File: config.mk
export PLATFORM = sky130hd
export DESIGN_NAME = seq_restoring_div_flat
export DESIGN_NICKNAME = d
export VERILOG_FILES = /design/src/rtl/seq_restoring_div_pkg.sv /design/src/rtl/seq_restoring_div_if.sv /design/src/rtl/seq_restoring_div_step.sv /design/src/rtl/seq_restoring_div.sv /design/src/flat_wrapper.sv
export SDC_FILE = /design/constraint.sdc
export NUM_CORES = 1
export LEC_CHECK = 0
export CELL_PAD_IN_SITES_DETAIL_PLACEMENT = 1
export CELL_PAD_IN_SITES_GLOBAL_PLACEMENT = 1
export CORE_AREA = 8 8 118 120
export DETAILED_ROUTE_END_ITERATION = 12
export DIE_AREA = 0 0 126 128
export PLACE_DENSITY = 0.82
export SYNTH_ARGS = -nofsm -noshare
export SYNTH_HDL_FRONTEND = slang
export SYNTH_SLANG_ARGS = --single-unit
export TNS_END_PERCENT = 5
File: constraint.sdc
create_clock -name clk -period 4.4 [get_ports clk]
set_input_delay 0.88 -clock clk [delete_from_list [all_inputs] [get_ports clk]]
set_output_delay 0.88 -clock clk [all_outputs]
set_load 0.005 [all_outputs]
File: src/rtl/seq_restoring_div_pkg.sv
// Shared types and sizing helpers for the sequential restoring divider.
// Optional macro DIV_SIGNED_EN adds the FIXUP state for two's complement operation.
package div_pkg;

    localparam int DIV_WIDTH_DEFAULT = 16;

    typedef enum logic [1:0] {
        IDLE,
        RUN,
        DONE
`ifdef DIV_SIGNED_EN
        ,
        FIXUP
`endif
    } div_state_t;

    function automatic int div_cnt_w(input int width);
        return $clog2(width + 1);
    endfunction

    localparam int DIV_CNT_W_DEFAULT = div_cnt_w(DIV_WIDTH_DEFAULT);

endpackage

File: src/rtl/seq_restoring_div_if.sv
// Operand/result handshake bundle between a requester (master) and the divider (slave).
interface seq_restoring_div_if
    import div_pkg::*;
#(
    parameter int WIDTH = DIV_WIDTH_DEFAULT
);
    logic               in_valid;
    logic               in_ready;
    logic [2*WIDTH-1:0] dividend;
    logic [WIDTH-1:0]   divisor;
    logic               out_valid;
    logic               out_ready;
    logic [WIDTH-1:0]   quotient;
    logic [WIDTH-1:0]   remainder;
    logic               div_by_zero;
    logic               overflow;

    modport master (
        output in_valid, dividend, divisor, out_ready,
        input  in_ready, out_valid, quotient, remainder, div_by_zero, overflow
    );

    modport slave (
        input  in_valid, dividend, divisor, out_ready,
        output in_ready, out_valid, quotient, remainder, div_by_zero, overflow
    );
endinterface

File: src/rtl/seq_restoring_div_step.sv
// One combinational restoring step: shift {R,Q} left, subtract divisor when it fits.
module div_step
    import div_pkg::*;
#(
    parameter int WIDTH = DIV_WIDTH_DEFAULT
) (
    input  logic [WIDTH-1:0] r,
    input  logic [WIDTH-1:0] q,
    input  logic [WIDTH-1:0] divisor,
    output logic [WIDTH-1:0] r_next,
    output logic [WIDTH-1:0] q_next
);
    logic [WIDTH:0] r_sh;

    always_comb begin
        r_sh   = {r, q[WIDTH-1]};
        q_next = {q[WIDTH-2:0], 1'b0};
        r_next = r_sh[WIDTH-1:0];
        // R < divisor before the shift, so the difference always fits in WIDTH bits
        if (r_sh >= {1'b0, divisor}) begin
            r_next    = r_sh[WIDTH-1:0] - divisor;
            q_next[0] = 1'b1;
        end
    end
endmodule

File: src/rtl/seq_restoring_div.sv
// Sequential restoring divider: 2W-bit dividend / W-bit divisor in W iteration cycles.
// Define DIV_SIGNED_EN for two's complement operands with an extra sign fix-up cycle.
module seq_restoring_div
    import div_pkg::*;
#(
    parameter int WIDTH = DIV_WIDTH_DEFAULT
) (
    input  logic                clk,
    input  logic                rst_n,
    seq_restoring_div_if.slave  bus
);
    localparam int W     = WIDTH;
    localparam int CNT_W = div_cnt_w(WIDTH);

    div_state_t       state_q, state_nx;
    logic [W-1:0]     r_q, r_nx, q_q, q_nx, dsr_q, dsr_nx;
    logic [W-1:0]     quot_q, quot_nx, rem_q, rem_nx;
    logic             dbz_q, dbz_nx, ovf_q, ovf_nx;
    logic [CNT_W-1:0] cnt_q, cnt_nx;
    logic [W-1:0]     step_r, step_q;
    logic [2*W-1:0]   dvd_mag;
    logic [W-1:0]     dsr_mag;
`ifdef DIV_SIGNED_EN
    logic             q_neg_q, q_neg_nx, r_neg_q, r_neg_nx;
`endif

    div_step #(.WIDTH(W)) u_step (
        .r       (r_q),
        .q       (q_q),
        .divisor (dsr_q),
        .r_next  (step_r),
        .q_next  (step_q)
    );

`ifdef DIV_SIGNED_EN
    assign dvd_mag = bus.dividend[2*W-1] ? (~bus.dividend + (2*W)'(1)) : bus.dividend;
    assign dsr_mag = bus.divisor[W-1]    ? (~bus.divisor  + W'(1))     : bus.divisor;
`else
    assign dvd_mag = bus.dividend;
    assign dsr_mag = bus.divisor;
`endif

    always_comb begin
        state_nx = state_q;
        r_nx     = r_q;
        q_nx     = q_q;
        dsr_nx   = dsr_q;
        quot_nx  = quot_q;
        rem_nx   = rem_q;
        dbz_nx   = dbz_q;
        ovf_nx   = ovf_q;
        cnt_nx   = cnt_q;
`ifdef DIV_SIGNED_EN
        q_neg_nx = q_neg_q;
        r_neg_nx = r_neg_q;
`endif
        case (state_q)
            IDLE: begin
                if (bus.in_valid) begin
                    dsr_nx = dsr_mag;
`ifdef DIV_SIGNED_EN
                    q_neg_nx = bus.dividend[2*W-1] ^ bus.divisor[W-1];
                    r_neg_nx = bus.dividend[2*W-1];
`endif
                    if (bus.divisor == '0) begin
                        state_nx = DONE;
                        dbz_nx   = 1'b1;
                        ovf_nx   = 1'b0;
                        quot_nx  = '1;
                        rem_nx   = bus.dividend[W-1:0];
                    end else if (dvd_mag[2*W-1:W] >= dsr_mag) begin
                        state_nx = DONE;
                        dbz_nx   = 1'b0;
                        ovf_nx   = 1'b1;
                        quot_nx  = '1;
                        rem_nx   = '0;
                    end else begin
                        state_nx = RUN;
                        r_nx     = dvd_mag[2*W-1:W];
                        q_nx     = dvd_mag[W-1:0];
                        cnt_nx   = '0;
                    end
                end
            end
            RUN: begin
                r_nx   = step_r;
                q_nx   = step_q;
                cnt_nx = cnt_q + CNT_W'(1);
                if (cnt_q == CNT_W'(W - 1)) begin
`ifdef DIV_SIGNED_EN
                    state_nx = FIXUP;
`else
                    state_nx = DONE;
                    quot_nx  = step_q;
                    rem_nx   = step_r;
                    dbz_nx   = 1'b0;
                    ovf_nx   = 1'b0;
`endif
                end
            end
`ifdef DIV_SIGNED_EN
            FIXUP: begin
                // Negative quotients may reach magnitude 2^(W-1); positive ones may not
                state_nx = DONE;
                dbz_nx   = 1'b0;
                ovf_nx   = q_neg_q ? (q_q > {1'b1, {(W-1){1'b0}}}) : q_q[W-1];
                if (ovf_nx) begin
                    quot_nx = '1;
                    rem_nx  = '0;
                end else begin
                    quot_nx = q_neg_q ? (~q_q + W'(1)) : q_q;
                    rem_nx  = r_neg_q ? (~r_q + W'(1)) : r_q;
                end
            end
`endif
            DONE: begin
                if (bus.out_ready) state_nx = IDLE;
            end
            default: state_nx = IDLE;
        endcase
    end

    always_ff @(posedge clk or negedge rst_n) begin
        if (!rst_n) begin
            state_q <= IDLE;
            r_q     <= '0;
            q_q     <= '0;
            dsr_q   <= '0;
            quot_q  <= '0;
            rem_q   <= '0;
            dbz_q   <= 1'b0;
            ovf_q   <= 1'b0;
            cnt_q   <= '0;
`ifdef DIV_SIGNED_EN
            q_neg_q <= 1'b0;
            r_neg_q <= 1'b0;
`endif
        end else begin
            state_q <= state_nx;
            r_q     <= r_nx;
            q_q     <= q_nx;
            dsr_q   <= dsr_nx;
            quot_q  <= quot_nx;
            rem_q   <= rem_nx;
            dbz_q   <= dbz_nx;
            ovf_q   <= ovf_nx;
            cnt_q   <= cnt_nx;
`ifdef DIV_SIGNED_EN
            q_neg_q <= q_neg_nx;
            r_neg_q <= r_neg_nx;
`endif
        end
    end

    assign bus.in_ready    = (state_q == IDLE);
    assign bus.out_valid   = (state_q == DONE);
    assign bus.quotient    = quot_q;
    assign bus.remainder   = rem_q;
    assign bus.div_by_zero = dbz_q;
    assign bus.overflow    = ovf_q;
endmodule
File: src/flat_wrapper.sv
// flat-port wrapper written by rule: the top's interface ports become plain ports
module seq_restoring_div_flat import div_pkg::*;
#(
    parameter int WIDTH = DIV_WIDTH_DEFAULT
)
  (clk, rst_n, bus_in_valid, bus_dividend, bus_divisor, bus_out_ready, bus_in_ready, bus_out_valid, bus_quotient, bus_remainder, bus_div_by_zero, bus_overflow);
  seq_restoring_div_if #(.WIDTH(WIDTH)) bus_i ();
  input  logic clk;
  input  logic rst_n;
  input wire logic [$bits(bus_i.in_valid)-1:0] bus_in_valid;
  input wire logic [$bits(bus_i.dividend)-1:0] bus_dividend;
  input wire logic [$bits(bus_i.divisor)-1:0] bus_divisor;
  input wire logic [$bits(bus_i.out_ready)-1:0] bus_out_ready;
  output wire logic [$bits(bus_i.in_ready)-1:0] bus_in_ready;
  output wire logic [$bits(bus_i.out_valid)-1:0] bus_out_valid;
  output wire logic [$bits(bus_i.quotient)-1:0] bus_quotient;
  output wire logic [$bits(bus_i.remainder)-1:0] bus_remainder;
  output wire logic [$bits(bus_i.div_by_zero)-1:0] bus_div_by_zero;
  output wire logic [$bits(bus_i.overflow)-1:0] bus_overflow;
  assign bus_i.in_valid = bus_in_valid;
  assign bus_i.dividend = bus_dividend;
  assign bus_i.divisor = bus_divisor;
  assign bus_i.out_ready = bus_out_ready;
  assign bus_in_ready = bus_i.in_ready;
  assign bus_out_valid = bus_i.out_valid;
  assign bus_quotient = bus_i.quotient;
  assign bus_remainder = bus_i.remainder;
  assign bus_div_by_zero = bus_i.div_by_zero;
  assign bus_overflow = bus_i.overflow;
  seq_restoring_div #(.WIDTH(WIDTH)) u_core (.clk(clk), .rst_n(rst_n), .bus(bus_i));
endmodule
==> metrics <==
status=completed; post-layout minimum cycle time=approximately 3.7 ns; f_max=273.3 MHz; Synth async-reset ratio=1.000; total negative setup slack=0 ns; FP Rows=41; Worst Clk Skew=roughly 0.0067 ns; count of input and output buffers=just under 90; Yosys top cell by area=dfrtp_1; GPL Wtd Cong=about 0.86; Post-CTS Setup Inserts=0; Post-DRT Antenna Nets=0; # fillers=1400; crit end category=flip-flop; DP Wirelength=approximately 12000 um; worst vdd ir=~0.29 mV; All-Layer GR Usage=0.2110; Max Root-Sink Buffers=2; Yosys cell types=between 50 and 60; Cells after Synth=~550; Antenna Cells=0; first-pass GRT wire length=27050 um; Die ar.=16130 um^2; top cell type's share of synthesized area=0.4328; Core ar.=12210 um^2; Slew @ Worst Pin=about 1.1 ns; Chip Height=roughly 130 um; total CTS buffers=9; Cell Pwr Density=~840 nW/um^2; Ys Warns=0; DRT Pass-1 Iters=4; startpoint types=input pin; synthesized cell area=about 5100 um^2; DRC viols=0; most frequent cell after synthesis=dfrtp_1; Tcrit/Tclk final=0.8316; # setup viols final=0; post-DR wirelength/cell=around 21 um; max-slew violation count=0; slew margin rel.=0.2717; Place WS=0.4472 ns; leakage power=around 2.9 nW; register bit total from synthesis=89; Req. time, crit path=~4.6 ns; Worst Hold Class=reg -> reg; final hold vios=0; setup slack after layout=0.7410 ns; Total Wirelength=16320 um; # IOs=88; Post-synth EDFFs=0; DR vias=~4500; DR vias/cell=around 5.7; Seq/Total Area, Yosys=0.4328; CTS Sinks=~90; hold_ws=roughly 0.5 ns; Mapped Nets=~640; die width=126 um; max_cap viols=0; flip-flop and latch area=2227 um^2; Core Util, Final=0.5300; clock latency on the worst-skew pair=between 0.3 and 0.4 ns; Starting Density=0.4215; clock root buffer=clkbuf_16; critical path type=in -> reg; area added between synthesis and finish=25.75%; largest net degree at the start of global routing=between 60 and 70; CTS tree=done; area of the multi-input gates=~2600 um^2; Synth top cells by count=dfrtp_1, nand2_1, inv_1; CP max FO=21; Iter 0 DRT Violations=about 260; gr ovfl total=0; CP arrival=between 3 and 4 ns; largest cells by area after synthesis=dfrtp_1, ha_1, mux2i_1, nand2_1, o21ai_0; vias in the first global route=slightly above 5000; clock transition time at the flip-flop clock pins of the worst setup and hold paths=roughly 0.07 ns; mean post-synth cell area=slightly above 9 um^2; H-Tree Level Count=3; post-CTS sizing=0; cts hold-fix bufs=0; fraction of layout cells with a size suffix above 1=0.06583; initial antenna violation count=0; RSZ-0062 raised after global routing=no; top_reg_cell synth=dfrtp_1; Layout Nets=approximately 700
-- layer usage --
metal,wire length [um],GRT usage,up-vias
li1,-,-,2089
met2,8437,0.3762,109
met4,358,0.08068,0
met3,703,0.03910,32
met5,0,0,-
met1,6820,0.2467,2239
-- power breakdown --
| part | total (W) | internal [W] | switching, W |
|---|---|---|---|
| combinational | 0.00308 | 0.00139 | 0.00168 |
| clock | 0.000857 | 0.000507 | 0.000350 |
| sequential | 0.00153 | 0.00123 | 0.000305 |
-- cells by family (layout without fill, tap and decap cells) --
| group | Yosys count | after routing | share of synthesized area |
|---|---|---|---|
| compound gates | 145 | 145 | 0.1838 |
| xor+xnor | 15 | 15 | 0.02553 |
| fa+ha+maj | 35 | 35 | 0.08656 |
| buf+inv | 79 | 165 | 0.06808 |
| flops | 89 | 89 | 0.4328 |
| mux | 35 | 35 | 0.06978 |
| simple gates | 154 | 154 | 0.1335 |
-- cell type report --
class	instances	area share
clock inverters	6	0.01508
repair buffers	97	0.1477
inverters	52	0.03016
well taps	150	0.02900
flip-flops and latches	89	0.3442
clock buffers	10	0.03538
multi-input cells	384	0.3985
-- path summary, 6_finish.rpt --
path,from,end,slack (ns),cells after the start
setup / recovery,bus_divisor[9],u_core.cnt_q[3],0.74,12
hold / removal,u_core.bus.quotient[15],u_core.bus.quotient[15],0.50,1
setup reg to reg,u_core.r_q[8],u_core.bus.remainder[13],0.84,9
hold reg to reg,u_core.bus.quotient[15],u_core.bus.quotient[15],0.50,1
max in group asynchronous,rst_n,u_core.bus.quotient[3],2.88,2
min in group asynchronous,rst_n,u_core.dsr_q[11],0.62,1
-- layout by cell type, fill, tap and decap left out, types with 4 or more instances in the layout --
master and instances:
o22a_1 9, dfrtp_1 89, a21o_1 10, mux2_2 7, ha_1 34, inv_1 52, clkdlybuf4s50_1 86, o21ai_0 50
buf_4 10, nor2_1 38, nor3_1 5, xnor2_1 7, nand2b_1 4, a31oi_1 21, and2_1 5, nand2_1 72
nand3_1 8, nor4_1 5, mux2i_1 28, nor2b_1 4, xor2_1 8, clkbuf_16 9, a21oi_1 16, a221o_1 10
-- stage by stage --
stage | instances | instance area (um^2) | power (W)
after global placement | 772 | 6145 | 0.004388
after global routing | 788 | 6471 | 0.005879
after floorplan | 552 | 5146 | 0.003479
after CTS | 788 | 6471 | 0.005483
final | 788 | 6471 | 0.005466
after detailed placement | 772 | 6145 | 0.004547
-- worst max-delay path, stage by stage --
cell and delay (ns):
clkdlybuf4s50_1 0.49, inv_1 0.05, ha_1 0.30, a21o_1 0.18, a21o_1 0.17, a221o_1 0.33, a221o_1 0.40, nor2_4 0.24
buf_4 0.37, o2111ai_1 0.18, xor2_1 0.21, nor2_1 0.07
-- registers in the layout (all words and copies together), names as in the netlist --
name                    count
u_core.bus.quotient        16
u_core.bus.remainder       16
u_core.dsr_q               16
u_core.q_q                 16
u_core.r_q                 16
u_core.cnt_q                5
u_core.state_q              2
u_core.bus.div_by_zero      1
u_core.bus.overflow         1
No activity file was read; power rests on OpenSTA's default activity.
